### src/rtl/merger5_pkg.sv
// merger5_pkg: shared widths, port-index helpers and tag encoding for the 5-way round-robin merger.
package merger5_pkg;
  localparam int NUM_PORTS = 5;
  localparam int TAG_W = 5;
  localparam int PTR_W = 3;
  typedef logic [TAG_W-1:0] tag_t;
  typedef logic [PTR_W-1:0] idx_t;
  localparam idx_t PTR_RST = 3'd4;
  function automatic tag_t onehot5(input idx_t idx);
    return (idx < 3'(NUM_PORTS)) ? tag_t'(1) << idx : '0;
  endfunction
  function automatic idx_t wrap5(input int v);
    return idx_t'(v % NUM_PORTS);
  endfunction
endpackage

### src/rtl/merger5_rr_if.sv
// merger5_rr_if: five producer drive/free channels plus one consumer channel.
// Carries o_err only when MERGER5_ERRCHK_EN is defined.
interface merger5_rr_if #(parameter int DATA_WIDTH = 32);
  logic i_drive0, i_drive1, i_drive2, i_drive3, i_drive4;
  logic [DATA_WIDTH-1:0] i_data0, i_data1, i_data2, i_data3, i_data4;
  logic o_free0, o_free1, o_free2, o_free3, o_free4;
  logic o_driveNext;
  logic [DATA_WIDTH+4:0] o_data;
  logic i_freeNext;
`ifdef MERGER5_ERRCHK_EN
  logic o_err;
  modport slave (
    input  i_drive0, i_drive1, i_drive2, i_drive3, i_drive4,
    input  i_data0, i_data1, i_data2, i_data3, i_data4, i_freeNext,
    output o_free0, o_free1, o_free2, o_free3, o_free4, o_driveNext, o_data, o_err
  );
  modport master (
    output i_drive0, i_drive1, i_drive2, i_drive3, i_drive4,
    output i_data0, i_data1, i_data2, i_data3, i_data4, i_freeNext,
    input  o_free0, o_free1, o_free2, o_free3, o_free4, o_driveNext, o_data, o_err
  );
`else
  modport slave (
    input  i_drive0, i_drive1, i_drive2, i_drive3, i_drive4,
    input  i_data0, i_data1, i_data2, i_data3, i_data4, i_freeNext,
    output o_free0, o_free1, o_free2, o_free3, o_free4, o_driveNext, o_data
  );
  modport master (
    output i_drive0, i_drive1, i_drive2, i_drive3, i_drive4,
    output i_data0, i_data1, i_data2, i_data3, i_data4, i_freeNext,
    input  o_free0, o_free1, o_free2, o_free3, o_free4, o_driveNext, o_data
  );
`endif
endinterface

### src/rtl/merger5_rr_arb5.sv
// rr_arb5: combinational round-robin pick, searching ptr+1..ptr+5 mod 5.
module rr_arb5
  import merger5_pkg::*;
(
  input  logic [NUM_PORTS-1:0] pend,
  input  idx_t                 ptr,
  output tag_t                 gnt,
  output idx_t                 gnt_idx
);
  // Walk the search order backwards so the earliest pending port is the last write.
  always_comb begin
    gnt = '0;
    gnt_idx = '0;
    for (int i = NUM_PORTS; i >= 1; i--)
      if (pend[wrap5(int'(ptr) + i)]) begin
        gnt_idx = wrap5(int'(ptr) + i);
        gnt = onehot5(gnt_idx);
      end
  end
endmodule

### src/rtl/merger5_rr.sv
// merger5_rr: 5-to-1 round-robin merge of pulse-handshake words into {one-hot tag, payload}.
// Define MERGER5_ERRCHK_EN to add a sticky o_err for protocol violations.
module merger5_rr
  import merger5_pkg::*;
#(
  parameter int DATA_WIDTH = 32
) (
  input logic clk,
  input logic rstn,
  merger5_rr_if.slave bus
);
  typedef struct packed {
    tag_t                  tag;
    logic [DATA_WIDTH-1:0] payload;
  } word_t;
  logic [NUM_PORTS-1:0]  drv, cap, pend_q, pend_d;
  logic [DATA_WIDTH-1:0] din [NUM_PORTS];
  logic [DATA_WIDTH-1:0] hold_q [NUM_PORTS];
  logic [DATA_WIDTH-1:0] hold_d [NUM_PORTS];
  idx_t  ptr_q, ptr_d, gnt_idx;
  tag_t  gnt, free_q, free_d;
  word_t word_q, word_d;
  logic  full_q, full_d, dnext_q, dnext_d, open, take;
  assign drv = {bus.i_drive4, bus.i_drive3, bus.i_drive2, bus.i_drive1, bus.i_drive0};
  assign din[0] = bus.i_data0;
  assign din[1] = bus.i_data1;
  assign din[2] = bus.i_data2;
  assign din[3] = bus.i_data3;
  assign din[4] = bus.i_data4;
  rr_arb5 u_arb (
    .pend    (pend_q),
    .ptr     (ptr_q),
    .gnt     (gnt),
    .gnt_idx (gnt_idx)
  );
  // A re-drive while still pending is dropped so the held word survives.
  always_comb begin
    open = !full_q || bus.i_freeNext;
    take = open && |pend_q;
    cap = drv & ~pend_q;
    pend_d = (pend_q & ~(take ? gnt : '0)) | cap;
    for (int k = 0; k < NUM_PORTS; k++) hold_d[k] = cap[k] ? din[k] : hold_q[k];
    ptr_d = take ? gnt_idx : ptr_q;
    full_d = take || (full_q && !bus.i_freeNext);
    word_d = take ? word_t'{tag: gnt, payload: hold_q[gnt_idx]} : word_q;
    free_d = take ? gnt : '0;
    dnext_d = take;
  end
  always_ff @(posedge clk or negedge rstn) begin
    if (!rstn) begin
      pend_q <= '0;
      hold_q <= '{default: '0};
      ptr_q <= PTR_RST;
      full_q <= 1'b0;
      word_q <= '0;
      free_q <= '0;
      dnext_q <= 1'b0;
    end else begin
      pend_q <= pend_d;
      hold_q <= hold_d;
      ptr_q <= ptr_d;
      full_q <= full_d;
      word_q <= word_d;
      free_q <= free_d;
      dnext_q <= dnext_d;
    end
  end
  assign bus.o_free0 = free_q[0];
  assign bus.o_free1 = free_q[1];
  assign bus.o_free2 = free_q[2];
  assign bus.o_free3 = free_q[3];
  assign bus.o_free4 = free_q[4];
  assign bus.o_driveNext = dnext_q;
  assign bus.o_data = word_q;
`ifdef MERGER5_ERRCHK_EN
  logic err_q, err_d;
  always_comb err_d = err_q || |(drv & pend_q) || (bus.i_freeNext && !full_q);
  always_ff @(posedge clk or negedge rstn) begin
    if (!rstn) err_q <= 1'b0;
    else err_q <= err_d;
  end
  assign bus.o_err = err_q;
`endif
endmodule

### src/flat_wrapper.sv
// flat-port wrapper written by rule: the top's interface ports become plain ports
module merger5_rr_flat import merger5_pkg::*;
#(
  parameter int DATA_WIDTH = 32
)
  (clk, rstn, bus_i_drive0, bus_i_drive1, bus_i_drive2, bus_i_drive3, bus_i_drive4, bus_i_data0, bus_i_data1, bus_i_data2, bus_i_data3, bus_i_data4, bus_i_freeNext, bus_o_free0, bus_o_free1, bus_o_free2, bus_o_free3, bus_o_free4, bus_o_driveNext, bus_o_data);
  merger5_rr_if #(.DATA_WIDTH(DATA_WIDTH)) bus_i ();
  input logic clk;
  input logic rstn;
  input wire logic [$bits(bus_i.i_drive0)-1:0] bus_i_drive0;
  input wire logic [$bits(bus_i.i_drive1)-1:0] bus_i_drive1;
  input wire logic [$bits(bus_i.i_drive2)-1:0] bus_i_drive2;
  input wire logic [$bits(bus_i.i_drive3)-1:0] bus_i_drive3;
  input wire logic [$bits(bus_i.i_drive4)-1:0] bus_i_drive4;
  input wire logic [$bits(bus_i.i_data0)-1:0] bus_i_data0;
  input wire logic [$bits(bus_i.i_data1)-1:0] bus_i_data1;
  input wire logic [$bits(bus_i.i_data2)-1:0] bus_i_data2;
  input wire logic [$bits(bus_i.i_data3)-1:0] bus_i_data3;
  input wire logic [$bits(bus_i.i_data4)-1:0] bus_i_data4;
  input wire logic [$bits(bus_i.i_freeNext)-1:0] bus_i_freeNext;
  output wire logic [$bits(bus_i.o_free0)-1:0] bus_o_free0;
  output wire logic [$bits(bus_i.o_free1)-1:0] bus_o_free1;
  output wire logic [$bits(bus_i.o_free2)-1:0] bus_o_free2;
  output wire logic [$bits(bus_i.o_free3)-1:0] bus_o_free3;
  output wire logic [$bits(bus_i.o_free4)-1:0] bus_o_free4;
  output wire logic [$bits(bus_i.o_driveNext)-1:0] bus_o_driveNext;
  output wire logic [$bits(bus_i.o_data)-1:0] bus_o_data;
  assign bus_i.i_drive0 = bus_i_drive0;
  assign bus_i.i_drive1 = bus_i_drive1;
  assign bus_i.i_drive2 = bus_i_drive2;
  assign bus_i.i_drive3 = bus_i_drive3;
  assign bus_i.i_drive4 = bus_i_drive4;
  assign bus_i.i_data0 = bus_i_data0;
  assign bus_i.i_data1 = bus_i_data1;
  assign bus_i.i_data2 = bus_i_data2;
  assign bus_i.i_data3 = bus_i_data3;
  assign bus_i.i_data4 = bus_i_data4;
  assign bus_i.i_freeNext = bus_i_freeNext;
  assign bus_o_free0 = bus_i.o_free0;
  assign bus_o_free1 = bus_i.o_free1;
  assign bus_o_free2 = bus_i.o_free2;
  assign bus_o_free3 = bus_i.o_free3;
  assign bus_o_free4 = bus_i.o_free4;
  assign bus_o_driveNext = bus_i.o_driveNext;
  assign bus_o_data = bus_i.o_data;
  merger5_rr #(.DATA_WIDTH(DATA_WIDTH)) u_core (.clk(clk), .rstn(rstn), .bus(bus_i));
endmodule
### config.mk
export PLATFORM = sky130hd
export DESIGN_NAME = merger5_rr_flat
export DESIGN_NICKNAME = d
export VERILOG_FILES = /design/src/rtl/merger5_pkg.sv /design/src/rtl/merger5_rr_if.sv /design/src/rtl/merger5_rr_arb5.sv /design/src/rtl/merger5_rr.sv /design/src/flat_wrapper.sv
export SDC_FILE = /design/constraint.sdc
export NUM_CORES = 1
export LEC_CHECK = 0
export CORE_MARGIN = 8
export CORE_UTILIZATION = 57
export CTS_BUF_LIST = sky130_fd_sc_hd__clkbuf_8
export CTS_CLUSTER_SIZE = 25
export DETAILED_ROUTE_END_ITERATION = 8
export PLACE_DENSITY = 0.9
export SLEW_MARGIN = 25
export SYNTH_ARGS = -nofsm -noshare
export SYNTH_HDL_FRONTEND = slang
export SYNTH_SLANG_ARGS = --single-unit
### constraint.sdc
create_clock -name clk -period 16.95 [get_ports clk]
set_clock_uncertainty 0.1 [all_clocks]
set_input_delay 3.39 -clock clk [delete_from_list [all_inputs] [get_ports clk]]
set_output_delay 3.39 -clock clk [all_outputs]
set_load 0.005 [all_outputs]
==> metrics.txt, run 1 <==
status finished clean; routed len/inst 22.38 um; Filler Cells Inserted 1321; Min Hold Slack 0.3835 ns; startpoint types flip-flop; Pre-antenna DRT Iters 5; Leak around 0.006 uW; root buffer cell clkbuf_8; ys async rst share 1.000; initial antenna violation count 2; total power 3668 uW; I/O Pins 211; Syn Inst Count 895; Distinct cells, synth 83; pre-CTS WS 9.976 ns; fin nets ~1.3k; hold buffer count at cts 0; vias in the first global route a little over 9k; worst reg-to-reg setup slack 9.87 ns; Crit Path Class reg2reg; FF+latch count, synth 212; Seq/Total Area, Yosys 0.4765; worst vdd ir 0.2480 mV; r2r startpoint u_core.ptr_q[0]; overall routing resource usage 0.2593; Sequential Power Share 0.256; ys flop type dfrtp_1; logic gate share of total power 0.627; largest net degree at the start of global routing 80; Final WS setup roughly 10 ns; CP startpoint u_core.ptr_q[0]; crit-path max FO 46; Row Count 51; Gates resized, CTS repair 0; core box area 19330 um^2; layout cell share with drive strength beyond 1 0.2648; post-synthesis instance area ~11000 um^2; Num Clock Sinks ~210; final slew viol count 0; Setup TNS 0 ns; switching share of total power 0.4366; RSZ-0062 raised after global routing no; Starting Density 0.5759; syn nets 1089; Die Ht around 160 um; mean area per synthesized cell 12.44 um^2; Hold Fails Final Rpt 0; Final Core Density 0.7313; Net Switching 1602 uW; Setup violations, final 0; die width ~160 um; P&R area growth vs syn 26.98%; IO buf count 210; Worst-Margin Slew 1.077 ns; Worst Path Required approximately 17 ns; ANT nets after route 0; Min-Delay Path Class reg2reg; launch point of the worst hold path u_core.bus.o_data[33]; clock power share 0.118; relative slew slack 0.2822; first-pass GRT wire length 49560 um; post-CTS setup buffers 0; P_int roughly 2100 uW; maxcap violations 0; Via-to-Cell Ratio 5.957; Via Count 8256; CTS max path bufs 3; CTS Buf Count 37; Starting DRT DRC Count 482; Power Density 259.4 nW/um^2; number of synthesized flops with an enable pin 0; Clock Pin Slew Worst Setup and Hold Paths 0.05 ns; CTS tree built; CTS H-tree lvls 2; routability cong. 0.9329; endpoint class of the critical path flip-flop; Min Clock Period, post-route 7.077 ns; crit share post-route 0.4175; Clk Latency, worst-skew pair 0.52 ns; DPL Wire Length 21630 um; fmax 0.1413 GHz; DRC Markers 0; WL final 31020 um; Worst Path Arrival 7.39 ns; grt ovf 0; Warnings, synthesis 0; Die ar. 24260 um^2
==> cell usage after synthesis (6+ instances only) <==
library cell,instances,area (um^2)
nor2b_1,12,75.07
and2_1,6,37.54
clkbuf_1,25,93.84
o21ai_0,16,80.08
mux2_2,175,1971
nand2_1,28,105.1
nand3_1,12,60.06
buf_1,12,45.04
inv_1,23,86.33
nor2_1,32,120.1
mux2i_1,80,800.8
dfrtp_1,211,5280
a31oi_1,7,43.79
a221oi_2,30,450.4
nor3_1,9,45.04
buf_2,13,65.06
a21oi_1,20,100.1
o31ai_1,6,45.04
o22ai_1,39,244.0
ha_1,26,325.3
==> final cells by class <==
| type | count | area, um^2 | area share |
|---|---|---|---|
| multi-input combinational | 594 | 5440 | 0.3847 |
| sequential | 212 | 5306 | 0.3753 |
| inverter | 27 | 101.3 | 0.007167 |
| antenna | 3 | 7.507 | 0.0005309 |
| clock inverter | 18 | 73.82 | 0.005221 |
| tap | 265 | 331.6 | 0.02345 |
| clock buffer | 43 | 591.8 | 0.04185 |
| timing repair buffer | 224 | 2287 | 0.1618 |
==> cell usage in the layout (no fill, tap or decap), types with 4 or more instances in the layout <==
cell | netlist | layout
nor2b_1 | 12 | 7
a31oi_1 | 7 | 7
ha_1 | 26 | 26
o21ai_0 | 16 | 16
clkdlybuf4s50_1 | 0 | 209
buf_4 | 4 | 9
a32oi_1 | 4 | 4
a221oi_2 | 30 | 30
o22ai_1 | 39 | 39
mux2i_1 | 80 | 80
o211ai_1 | 4 | 4
nor2_1 | 32 | 31
or2_2 | 3 | 4
o31ai_1 | 6 | 6
a211o_1 | 4 | 4
dfrtp_1 | 211 | 211
mux2_2 | 175 | 175
inv_1 | 23 | 39
nand3_1 | 12 | 12
and2_1 | 6 | 6
nand2_1 | 28 | 28
nor3_1 | 9 | 9
clkbuf_8 | 0 | 44
xnor2_1 | 4 | 4
or3_1 | 4 | 4
a21oi_1 | 20 | 20
nor2b_4 | 0 | 5
==> state kept, by name, indices dropped and copies added (netlist names) <==
register / flops
u_core.hold_q: 160
u_core.bus.o_data: 37
u_core.free_q: 5
u_core.pend_q: 5
u_core.ptr_q: 3
u_core.bus.o_driveNext: 1
u_core.full_q: 1
==> final timing paths <==
| path | to | depth (start not counted) |
|---|---|---|
| setup / recovery | u_core.bus.o_data[30] | 23 |
| hold / removal | u_core.bus.o_data[33] | 1 |
| setup reg to reg | u_core.bus.o_data[30] | 23 |
| hold reg to reg | u_core.bus.o_data[33] | 1 |
| max in group asynchronous | u_core.hold_q[52] | 3 |
| min in group asynchronous | u_core.hold_q[134] | 1 |
==> metal layers <==
metal  vias to the layer above  routed length, um  track usage
met5                         -                  0            0
met4                         0               1096       0.1091
met3                        72               1840      0.05679
met2                       313              15250       0.4286
met1                      4135              12840       0.3241
li1                       3736                  -            -
==> critical path, cell delays in order, from the launching register on <==
cell	delay, ns
dfrtp_1	0.32
buf_4	0.42
clkinv_1	0.12
buf_4	0.23
ha_1	0.60
inv_1	0.25
ha_1	0.29
or3b_1	0.35
o22ai_1	0.28
nor2_1	0.11
inv_1	0.09
ha_1	0.14
nor2b_1	0.04
o31ai_1	0.20
buf_4	0.22
mux2_1	0.35
or4_1	0.68
nand2_4	0.15
a311oi_2	0.13
a22oi_4	0.16
buf_4	0.50
buf_4	0.62
mux2i_1	0.21
a221oi_2	0.34
==> kinds of logic (layout without fill, tap and decap cells) <==
logic type	Yosys count	count (layout)	synth area share
other	0	3	0
AND/OR/NAND/NOR	134	134	0.06326
AO/OA/AOI/OAI	170	170	0.1315
multiplexers	257	257	0.2519
XOR/XNOR	7	7	0.007866
adder cells (fa/ha/maj)	26	26	0.02921
buffers and inverters	89	312	0.03977
flip-flops	212	212	0.4765
==> power by group through the flow <==
stage / sequential (uW) / combinational (uW) / clock, uW
after floorplan: 873 / 1880 / 0
after global placement: 925 / 2200 / 0
final: 938 / 2300 / 431
after detailed placement: 935 / 2290 / 0
after CTS: 932 / 2290 / 439
after global routing: 963 / 2480 / 465
==> metrics by stage <==
| step | std cells | instance area [um^2] |
|---|---|---|
| 3_5_place_dp | 1322 | 13460 |
| 3_3_place_gp | 1318 | 13350 |
| 2_1_floorplan | 895 | 11140 |
| 4_1_cts | 1383 | 14120 |
| 6_report | 1386 | 14140 |
| 5_1_grt | 1385 | 14140 |
Power figures use the tool's default switching activity.
==> inputs of run 2 (changes only) <==
- CORE_UTILIZATION: 57 -> 49
- PLACE_DENSITY: 0.9 -> 0.83
- clock period: 16.95 -> 6.08 ns (I/O delays scaled with it)
==> metrics.txt, run 2 (same netlist as run 1, synthesis figures left out) <==
status finished clean; Hold Fails Final Rpt 0; crit path cell chain inv_1 -> ha_1 -> xnor2_4 -> inv_2 -> ha_1 -> or3b_1 -> o22ai_1 -> nor2_1 -> inv_1 -> ha_1 -> nor2b_1 -> o31ai_1 -> mux2_1 -> or4_1 -> nor3_1 -> nand3b_1 -> o31ai_2 -> nor2_4 -> buf_4 -> a221oi_2; WL final 30750 um; Via Count 8242; I/O Pins 211; post-CTS setup buffers 0; Die ar. 27810 um^2; P_int 5957 uW; grt met3 use 0.05579; Top cell by count, worst path ha_1; Min Clock Period, post-route 5.694 ns; gr busiest metal met2; CTS max path bufs 3; cell count of the worst reg-to-reg path 20; Clk Latency, worst-skew pair 0.53 ns; hold buffer count at cts 0; Pre-antenna DRT Iters 4; IO buf count 210; first-pass GRT wire length 49010 um; Top delay family on crit path simple AND/OR/NAND/NOR gates; CTS tree built; crit-path max FO 17; routability cong. 0.9245; overall routing resource usage 0.2193; Min Hold Slack 0.3814 ns; Largest Register u_core.hold_q; Setup TNS 0 ns; Worst Path Arrival approximately 6.0 ns; maxcap violations 0; DPL Wire Length 21700 um; RSZ-0062 raised after global routing no; layout cell share with drive strength beyond 1 0.2755; Starting Density 0.4949; vias in the first global route 8953; initial antenna violation count 2; Buf+Inv Stages, Crit Path 4; Leak 0.006076 uW; Sequential Power Share 0.247; Gates resized, CTS repair 0; Die Ht 166.8 um; CTS Buf Count 36; fin nets 1299; r2r startpoint u_core.ptr_q[1]; DRC Markers 0; Slowest cell on crit path or4_1; M1 GR Usage 0.2661; Net Switching ~4500 uW; worst vdd ir roughly 0.92 mV; max reg flops 160; Row Count 55; largest net degree at the start of global routing 100; root buffer cell clkbuf_8; Worst Path Required 6.36 ns; launch point of the worst hold path u_core.full_q; startpoint types flip-flop; worst r2r dst u_core.bus.o_data[12]; Final Core Density 0.6348; Worst-Margin Slew 0.9387 ns; logic gate share of total power 0.629; Min-Delay Path Class reg2reg; Power Density 732.3 nW/um^2; Via-to-Cell Ratio between 5 and 6; critical path's largest stage delay 0.68 ns; worst reg-to-reg setup slack 0.39 ns; Clock Pin Slew Worst Setup and Hold Paths roughly 0.06 ns; Min-Delay Endpoint u_core.full_q; GR Util met2 0.3697; crit share post-route 0.9365; Starting DRT DRC Count 500; commonest non-fill, non-tap cell in the layout dfrtp_1; Setup violations, final 0; final slew viol count 0; ANT nets after route 0; total power 10460 uW; grt ovf 0; switching share of total power 0.4305; core box area roughly 23000 um^2; relative slew slack 0.3742; routed len/inst approximately 22 um; Hold Crit Depth 2; Crit Path Class reg2reg; die width between 150 and 200 um; Num Clock Sinks 212; fmax 0.1756 GHz; most frequent cells in the layout dfrtp_1, clkdlybuf4s50_1, mux2_2; CTS H-tree lvls 2; clock power share 0.123; endpoint class of the critical path flip-flop; P&R area growth vs syn 28.28%
run 2: changes by cell type in the layout (fill, tap and decap cells not counted), moves of 2 or more:
cell / previous run / this run
clkinv_2: 1 / 5
buf_4: 9 / 19
inv_1: 39 / 34
bufinv_16: 0 / 2
buf_16: 3 / 1
buf_12: 1 / 4
run 2: worst min-delay path, cell delays in order, from the launching register on:
cell,delay [ns]
dfrtp_1,0.32
nand2b_1,0.07
nand2_1,0.06
run 2: per-layer routing:
metal,wire length [um],share of wire,vias to the layer above
met5,0,0,-
met4,908,0.030,0
met1,12800,0.42,4150
met2,15210,0.49,278
li1,-,-,3747
met3,1826,0.059,67
run 2: how the worst max path moves through the flow:
stage	slack, ns	start	end	cells past startpoint
after detailed placement	0.51	u_core.ptr_q[1]	u_core.bus.o_data[4]	20
after floorplan	0.68	u_core.ptr_q[0]	u_core.bus.o_data[10]	23
final	0.39	u_core.ptr_q[1]	u_core.bus.o_data[12]	20
after CTS	0.43	u_core.ptr_q[1]	u_core.bus.o_data[12]	20
after global routing	0.09	u_core.ptr_q[1]	u_core.bus.o_data[12]	20
after global placement	0.66	u_core.ptr_q[1]	u_core.bus.o_data[2]	20
run 2: cell type report:
type                       instances  area [um^2]
antenna                            2        5.005
clock buffer                      43        591.8
sequential                       212         5306
multi-input combinational        594         5433
tap                              285        356.6
inverter                          27        101.3
clock inverter                    19        135.1
timing repair buffer             234         2356
fill                            1707         8218
run 2: through the flow:
step	worst slack, ns	instance area [um^2]	cells
finish	0.3858	14290	1416
global route	0.08908	14290	1416
CTS	0.4309	14280	1414
detailed placement	0.5099	13550	1352
global placement	0.6606	13470	1348
floorplan	0.6843	11140	895
run 2: power groups by stage:
stage	sequential [uW]	combinational [uW]	clock [uW]
2_1_floorplan	2430	5250	0
3_3_place_gp	2560	6390	0
3_5_place_dp	2590	6560	0
4_1_cts	2580	6580	1320
5_1_grt	2660	7090	1390
6_report	2580	6580	1290
==> inputs of run 3 (changes only) <==
--- a/config.mk
+++ b/config.mk
@@ -8,3 +8,3 @@
 export CORE_MARGIN = 8
-export CORE_UTILIZATION = 49
+export CORE_UTILIZATION = 35
 export CTS_BUF_LIST = sky130_fd_sc_hd__clkbuf_8
@@ -12,3 +12,3 @@
 export DETAILED_ROUTE_END_ITERATION = 8
-export PLACE_DENSITY = 0.83
+export PLACE_DENSITY = 0.64
 export SLEW_MARGIN = 25
--- a/constraint.sdc
+++ b/constraint.sdc
@@ -4,2 +4,2 @@
 set_output_delay 1.216 -clock clk [all_outputs]
-set_load 0.005 [all_outputs]
+set_load 0.1 [all_outputs]
==> metrics.txt, run 3 (same netlist as run 1, synthesis figures left out) <==
Largest Register u_core.hold_q; Top delay family on crit path simple AND/OR/NAND/NOR gates; Top cell by count, worst path ha_1; Row Count 65; Hold Fails Final Rpt 0; Clk Latency, worst-skew pair 0.52 ns; most frequent cells in the layout dfrtp_1, clkdlybuf4s50_1, mux2_2; commonest non-fill, non-tap cell in the layout dfrtp_1; CTS H-tree lvls 2; IO buf count 210; crit path cell chain clkinv_1 -> ha_1 -> xnor2_4 -> inv_2 -> ha_1 -> or3b_1 -> o22ai_1 -> nor2_1 -> inv_1 -> ha_1 -> nor2b_1 -> o31ai_1 -> mux2_1 -> or4_1 -> o2111ai_1 -> nand3b_1 -> o31ai_2 -> and2b_2 -> buf_12 -> a221oi_1; WL final ~32000 um; Buf+Inv Stages, Crit Path 4; Gates resized, CTS repair 0; Num Clock Sinks 212; Worst-Margin Slew 1.053 ns; status finished clean; Pre-antenna DRT Iters 5; DRC Markers 0; grt ovf 0; Worst Path Required 6.35 ns; cell count of the worst reg-to-reg path 20; CTS max path bufs 3; r2r startpoint u_core.ptr_q[0]; Hold Crit Depth 2; CTS tree built; die width 194.4 um; first-pass GRT wire length 50600 um; Slowest cell on crit path or4_1; root buffer cell clkbuf_8; launch point of the worst hold path u_core.full_q; worst r2r dst u_core.bus.o_data[31]; ANT nets after route 0; Filler Cells Inserted 2844; core box area roughly 31000 um^2; Via Count roughly 8.1k; Crit Path Class reg2reg; Clock Pin Slew Worst Setup and Hold Paths about 0.060 ns; Worst Path Arrival 5.73 ns; relative slew slack 0.2959; Starting Density 0.3538; routability cong. a little over 0.9; initial antenna violation count 5; I/O Pins 211; final slew viol count 0; RSZ-0062 raised after global routing no; P&R area growth vs syn 29.98%; Die Ht 194.4 um; crit-path max FO 22; endpoint class of the critical path flip-flop; hold buffer count at cts 0; Min-Delay Path Class reg2reg; Min-Delay Endpoint u_core.full_q; Setup violations, final 0; Final Core Density 0.4599; Min Clock Period, post-route between 5 and 6 ns; layout cell share with drive strength beyond 1 0.2802; CTS Buf Count 39; fin nets 1303; vias in the first global route 8775; Die ar. 37780 um^2; routed len/inst 20.68 um; worst reg-to-reg setup slack 0.62 ns; max reg flops 160; maxcap violations 0; Via-to-Cell Ratio 5.261; crit share post-route 0.8986; post-CTS setup buffers 0; Setup TNS 0 ns; critical path's largest stage delay 0.68 ns; Starting DRT DRC Count 524; DPL Wire Length between 20000 and 25000 um; overall routing resource usage 0.1670; largest net degree at the start of global routing 111; startpoint types flip-flop; fmax approximately 0.18 GHz
run 3: routing by layer:
metal  track usage  vias to the layer above  routed length, um
met5             0                        -                 50
met1        0.2094                     4021              13840
met4       0.04470                        8                551
met3       0.04560                       52               1995
li1              -                     3770                  -
met2        0.2805                      240              15380
run 3: worst min-delay path, delay by kind of cell (launching register included):
kind	cells	cell delay, ns
flops	1	0.32
simple gates	2	0.13
run 3: final cells by class:
type | instances | area [um^2] | area share
sequential | 212 | 5306 | 0.3666
timing repair buffer | 235 | 2320 | 0.1603
clock buffer | 46 | 633.1 | 0.04374
clock inverter | 21 | 175.2 | 0.01210
tap | 402 | 503.0 | 0.03475
multi-input combinational | 594 | 5433 | 0.3753
antenna | 1 | 2.502 | 0.0001729
inverter | 27 | 101.3 | 0.007002
run 3: how the worst max path moves through the flow:
stage / start / end / slack (ns) / depth (start not counted)
floorplan: u_core.ptr_q[0] / u_core.bus.o_data[10] / 0.68 / 23
global placement: u_core.ptr_q[0] / u_core.bus.o_data[31] / 0.73 / 20
detailed placement: u_core.ptr_q[0] / u_core.bus.o_data[31] / 0.60 / 20
CTS: u_core.ptr_q[0] / u_core.bus.o_data[31] / 0.57 / 20
global route: u_core.ptr_q[0] / u_core.bus.o_data[31] / 0.22 / 20
finish: u_core.ptr_q[0] / u_core.bus.o_data[31] / 0.62 / 20
run 3: stage by stage:
stage          instances  setup WS, ns  cell area, um^2  hold slack (ns)
5_1_grt             1538        0.2181            14470           0.4155
2_1_floorplan        895        0.6843            11140           0.3469
4_1_cts             1537        0.5693            14470           0.3952
3_3_place_gp        1470        0.7285            13660           0.3694
6_report            1538        0.6166            14470           0.3844
3_5_place_dp        1470        0.6018            13660           0.3798
Power of run 3 is left out: the tool's default activity adds up to more than one toggle a clock period on the data nets, which glitch-free logic cannot reach.
